--- src/rtl/uart_tx_pkg.sv ---
// Shared UART transmit definitions: controller state encoding, line-mux selects
// and the default frame width, used by the controller and the line mux.
package uart_tx_pkg;

  localparam int DEF_DATA_WIDTH = 8;

  typedef enum logic [2:0] {
    ST_IDLE   = 3'd0,
    ST_START  = 3'd1,
    ST_DATA   = 3'd2,
    ST_PARITY = 3'd3,
    ST_STOP   = 3'd4
  } tx_state_e;

  localparam logic [1:0] MUX_START = 2'b00;
  localparam logic [1:0] MUX_STOP  = 2'b01;
  localparam logic [1:0] MUX_DATA  = 2'b10;
  localparam logic [1:0] MUX_PAR   = 2'b11;

  // Any encoding outside the legal set drives the idle-high level.
  function automatic logic [1:0] state_mux_sel(input tx_state_e s);
    logic [1:0] sel;
    sel = MUX_STOP;
    case (s)
      ST_START:  sel = MUX_START;
      ST_DATA:   sel = MUX_DATA;
      ST_PARITY: sel = MUX_PAR;
      default:   sel = MUX_STOP;
    endcase
    return sel;
  endfunction

endpackage

--- src/rtl/uart_tx_ctrl.sv ---
// UART transmit frame controller: sequences start, data, optional parity and stop bits.
// Define UART_TX_STOP2_EN to stretch the stop bit to two cycles.
module uart_tx_ctrl
  import uart_tx_pkg::*;
#(
  parameter int DATA_WIDTH = DEF_DATA_WIDTH
) (
  input  logic       clk,
  input  logic       RST,
  input  logic       Data_Valid,
  input  logic       PAR_EN,
  output logic       ser_load,
  output logic       ser_shift,
  output logic [1:0] mux_sel,
  output logic       busy,
  output tx_state_e  dbg_state
);

  localparam int CNT_W = (DATA_WIDTH > 1) ? $clog2(DATA_WIDTH) : 1;
  localparam logic [CNT_W-1:0] CNT_LAST = CNT_W'(DATA_WIDTH - 1);

  tx_state_e        state_q, state_d;
  logic [CNT_W-1:0] cnt_q, cnt_d;
  logic             par_en_q, par_en_d;
  logic             busy_q;
`ifdef UART_TX_STOP2_EN
  logic             stop_cnt_q, stop_cnt_d;
`endif

  always_ff @(posedge clk or negedge RST) begin
    if (!RST) begin
      state_q  <= ST_IDLE;
      cnt_q    <= '0;
      par_en_q <= 1'b0;
      busy_q   <= 1'b0;
    end else begin
      state_q  <= state_d;
      cnt_q    <= cnt_d;
      par_en_q <= par_en_d;
      busy_q   <= (state_d != ST_IDLE);
    end
  end

`ifdef UART_TX_STOP2_EN
  always_ff @(posedge clk or negedge RST) begin
    if (!RST) stop_cnt_q <= 1'b0;
    else      stop_cnt_q <= stop_cnt_d;
  end
`endif

  // Handshake: Data_Valid is a request; it is taken only in IDLE, where ser_load
  // echoes it combinationally as the acceptance strobe. Requests while busy are dropped.
  always_comb begin
    state_d   = state_q;
    cnt_d     = cnt_q;
    par_en_d  = par_en_q;
    ser_load  = 1'b0;
    ser_shift = 1'b0;
`ifdef UART_TX_STOP2_EN
    stop_cnt_d = 1'b0;
`endif
    case (state_q)
      ST_IDLE: begin
        ser_load = Data_Valid & RST;
        if (Data_Valid) begin
          state_d  = ST_START;
          par_en_d = PAR_EN;
        end
      end
      ST_START: begin
        state_d = ST_DATA;
        cnt_d   = '0;
      end
      ST_DATA: begin
        ser_shift = 1'b1;
        if (cnt_q == CNT_LAST) begin
          state_d = par_en_q ? ST_PARITY : ST_STOP;
        end else begin
          cnt_d = cnt_q + CNT_W'(1);
        end
      end
      ST_PARITY: state_d = ST_STOP;
      ST_STOP: begin
`ifdef UART_TX_STOP2_EN
        if (stop_cnt_q) state_d = ST_IDLE;
        else            stop_cnt_d = 1'b1;
`else
        state_d = ST_IDLE;
`endif
      end
      default: begin
        state_d  = ST_IDLE;
        cnt_d    = '0;
        par_en_d = 1'b0;
      end
    endcase
  end

  assign mux_sel   = state_mux_sel(state_q);
  assign busy      = busy_q;
  assign dbg_state = state_q;

endmodule

--- config.mk ---
export PLATFORM = sky130hd
export DESIGN_NAME = uart_tx_ctrl
export DESIGN_NICKNAME = d
export VERILOG_FILES = /design/src/rtl/uart_tx_pkg.sv /design/src/rtl/uart_tx_ctrl.sv
export SDC_FILE = /design/constraint.sdc
export NUM_CORES = 1
export LEC_CHECK = 0
export CAP_MARGIN = 20
export CORE_AREA = 2 2 39 41
export DETAILED_ROUTE_END_ITERATION = 6
export DIE_AREA = 0 0 41 43
export PLACE_DENSITY_LB_ADDON = 0.08
export SLEW_MARGIN = 20
export SYNTH_ARGS = -nofsm -noshare
export SYNTH_HDL_FRONTEND = slang
export SYNTH_SLANG_ARGS = --single-unit
--- constraint.sdc ---
create_clock -name clk -period 2.4 [get_ports clk]
set_input_delay 0.72 -clock clk [delete_from_list [all_inputs] [get_ports clk]]
set_output_delay 0.72 -clock clk [all_outputs]
set_load 0.01 [all_outputs]
==> load_flow_metrics.sql <==
INSERT INTO impl_metrics (metric_group, metric, value, unit) VALUES
('worst_setup_path', 'worst-endpoint-required', '1.68', 'ns'),
('yosys', 'synth_commonest_cells', 'sky130_fd_sc_hd__dfrtp_1 (8), sky130_fd_sc_hd__nand2_1 (7), sky130_fd_sc_hd__nor2_1 (4)', ''),
('yosys', 'synthDistinctLibCells', '23', ''),
('yosys', 'mappedNetlistNets', '54', ''),
('final_layout', 'synthToLayoutAreaGrowth', '45.7', '%'),
('drt', 'via_count', '416', ''),
('global_route', 'antenna_found_initial', '0', ''),
('worst_setup_path', 'arrival', '1.60', 'ns'),
('drt', 'postRouteWirelength', '1040', 'um'),
('drt', 'drt-wirelength-per-cell', '12.3', 'um'),
('cts', 'cts_hold_repair.buffers', '0', ''),
('worst_setup_path', 'setup.worst_path.class', 'reg -> out', ''),
('place', 'buffer_ports.inserted', '11', ''),
('cts', 'cts_num_sinks', '8', ''),
('drt', 'drcViolationCount', '0', ''),
('global_route', 'grt_pass1_wl', '1770', 'um'),
('timing', 'hold_viol', '0', ''),
('worst_hold_path', 'worstHoldPathType', 'reg -> reg', ''),
('yosys', 'yosys_register_bits', '8', ''),
('timing', 'grt_setup_unrepaired', 'no', ''),
('yosys', 'yosys.area_share.xor_xnor', '0', ''),
('yosys', 'yosys.cell_count.top_type', 'sky130_fd_sc_hd__dfrtp_1', ''),
('drt', 'detail_route.iter0.violations', '5', ''),
('global_route', 'pin_count_of_the_biggest_net_entering_global_routing', '9', ''),
('power', 'static_power_due_to_leakage', '0.000317', 'uW'),
('timing', 'setup_viol_count_final', '0', ''),
('timing', 'finalClockSkew', '0.00293', 'ns'),
('power', 'totalPowerFinal', '828', 'uW'),
('worst_setup_path', 'cp-start-kind', 'register', ''),
('yosys', 'syn-cell-area', '463', 'sq um'),
('timing', 'fraction_of_the_cycle_the_final_worst_path_needs', '0.966', ''),
('worst_setup_path', 'crit_fanout', '8', ''),
('power', 'power.density', '1230', 'mW/mm^2'),
('cts', 'cts.root.buffer_cell', 'sky130_fd_sc_hd__clkbuf_4', ''),
('cts', 'worst_setup_hold_path_clk_slew', '0.06', 'ns'),
('timing', 'fin_worst_hold_slack', '0.538', 'ns'),
('outcome', 'run_status', 'finished, final reports clean', ''),
('final_layout', 'final_layout_size_suffix_gt1_frac', '0.348', ''),
('power', 'max_vdd_drop', '433', 'uV'),
('yosys', 'syn-mean-instance-area', '9.64', 'sq um'),
('cts', 'cts_buffers', '3', ''),
('yosys', 'cells_after_synthesis', '48', ''),
('yosys', 'combinational_family_with_the_most_area_after_synthesis', 'simple AND/OR/NAND/NOR gates', ''),
('yosys', 'yosys-mux-area-fraction', '0.0216', ''),
('timing', 'worst-slew-pin-transition', '0.347', 'ns'),
('floorplanning', 'num_rows', '14', ''),
('timing', 'normalized_max_slew_margin', '0.769', ''),
('place', 'hpwlAfterDp', '781', 'um'),
('yosys', 'warnings_from_yosys', '0', ''),
('yosys', 'seq_area_frac_synth', '0.432', ''),
('final_layout', 'antenna-diode-count', '0', ''),
('timing', 'number_of_max_slew_violations_in_the_final_report', '0', ''),
('place', 'finalWeightedCongestion', '0.722', ''),
('worst_setup_path', 'max_stage_delay', '0.53', 'ns'),
('yosys', 'synth-compound-area-share', '0.219', ''),
('cts', 'ctsHtreeMaxLevel', '1', ''),
('yosys', 'synth_async_sr_flop_share', '1.00', ''),
('timing', 'max_clock_freq', '431', 'MHz'),
('drt', 'firstDrtPassIters', '3', ''),
('cts', 'cts_buffer_depth', '2', ''),
('floorplanning', 'floorplan.initialDensity', '0.335', ''),
('global_route', 'groute.usage.overall', '0.152', ''),
('yosys', 'post_synth_fa_ha_maj_area_fraction', '0.0541', ''),
('yosys', 'synth_edf_count', '0', ''),
('global_route', 'first_global_vias', '404', ''),
('worst_setup_path', 'timing.critical_path.to_type', 'output pin', ''),
('cts', 'clk-insertion-delay-late', '0.26', 'ns'),
('floorplanning', 'die-height', '43', 'um'),
('yosys', 'yosys-top-cells-area', 'sky130_fd_sc_hd__dfrtp_1 (43%), sky130_fd_sc_hd__nand2_1 (5.7%), sky130_fd_sc_hd__ha_1 (5.4%)', ''),
('drt', 'post_drt_via_cell_ratio', '4.89', ''),
('worst_setup_path', 'worstPathCellList', 'inv_2 -> nand2_2 -> nor2_1 -> clkdlybuf4s50_1', '');
[through the flow]
step	TNS, ns	instance area, sq um	utilization	cells	setup WS [ns]
floorplan	0	463	-	48	0.580
global placement	-0.340	633	0.458	80	-0.340
detailed placement	-0.335	633	0.458	80	-0.335
CTS	0	652	0.471	83	0.0177
global route	0	674	0.487	85	0.000323
finish	0	674	0.487	85	0.0823
[layer usage]
metal / routed length (um) / vias up / global-route usage
li1: - / 215 / -
met1: 498 / 193 / 0.205
met2: 499 / 6 / 0.209
met3: 37 / 2 / 0.0314
met4: 8 / 0 / 0.100
met5: 0 / - / 0
[path summary, 6_finish.rpt]
check                           depth (start not counted)    startpoint  slack [ns]      endpoint
worst max-delay path                                    4  dbg_state[2]        0.08     ser_shift
worst min register to register                          2      cnt_q[1]        0.54      cnt_q[1]
min in group asynchronous                               2           RST        0.81      cnt_q[1]
worst max register to register                          5      cnt_q[0]        0.96      cnt_q[0]
worst min-delay path                                    2      cnt_q[1]        0.54      cnt_q[1]
max in group asynchronous                               2           RST        1.45  dbg_state[1]
[kinds of logic after synthesis]
kind of cell             Yosys count
AND/OR/NAND/NOR                   19
AO/OA/AOI/OAI                     13
flip-flops                         8
buffers and inverters              5
adder cells (fa/ha/maj)            2
multiplexers                       1
[cell type report]
cell class | instances | area, sq um
multi-input cells | 35 | 248
inverters | 4 | 15.0
flip-flops and latches | 8 | 201
fillers | 144 | 709
repair buffers | 19 | 168
well taps | 16 | 20.0
clock buffers | 3 | 22.5
[critical path: cells and delay by family, from the launching register on]
family,cells,cell delay [ns]
buf+inv,2,0.67
flops,1,0.50
simple gates,2,0.16
[power by group]
part / internal, uW / switching, uW / leakage (uW) / total, uW
combinational: 260 / 211 / 0.000203 / 470
clock: 57.6 / 50.4 / 0.0000138 / 108
sequential: 193 / 57.3 / 0.000100 / 250
total: 510 / 318 / 0.000317 / 828
[cells in the final DEF (no fill, tap or decap)]
master,instances
sky130_fd_sc_hd__inv_1,2
sky130_fd_sc_hd__nor3_1,2
sky130_fd_sc_hd__o211ai_2,2
sky130_fd_sc_hd__nor2_2,1
sky130_fd_sc_hd__clkdlybuf4s50_1,9
sky130_fd_sc_hd__o21ai_2,1
sky130_fd_sc_hd__buf_2,1
sky130_fd_sc_hd__dfrtp_1,7
sky130_fd_sc_hd__clkbuf_4,3
sky130_fd_sc_hd__inv_2,2
sky130_fd_sc_hd__o21a_1,1
sky130_fd_sc_hd__and3_2,1
sky130_fd_sc_hd__nor3b_4,1
sky130_fd_sc_hd__nor2_1,4
sky130_fd_sc_hd__mux2i_1,1
sky130_fd_sc_hd__nor3b_2,1
sky130_fd_sc_hd__dlymetal6s2s_1,1
sky130_fd_sc_hd__a21oi_1,2
sky130_fd_sc_hd__ha_1,2
sky130_fd_sc_hd__nand2_2,1
sky130_fd_sc_hd__o21ai_0,2
sky130_fd_sc_hd__a32o_1,1
sky130_fd_sc_hd__nand2_1,7
sky130_fd_sc_hd__buf_4,8
sky130_fd_sc_hd__dfrtp_2,1
sky130_fd_sc_hd__and2b_2,1
sky130_fd_sc_hd__o211ai_1,3
sky130_fd_sc_hd__a211oi_1,1
[flip-flops by register name, indices dropped and copies added (netlist names)]
| name | count |
|---|---|
| busy | 1 |
| dbg_state | 3 |
| cnt_q | 3 |
| par_en_q | 1 |
[timing repair]
action,in CTS,in global routing
resized for setup,5,2
setup buffers,0,2
endpoints found under the setup margin,2,2
No activity file was read; power rests on OpenSTA's default activity.
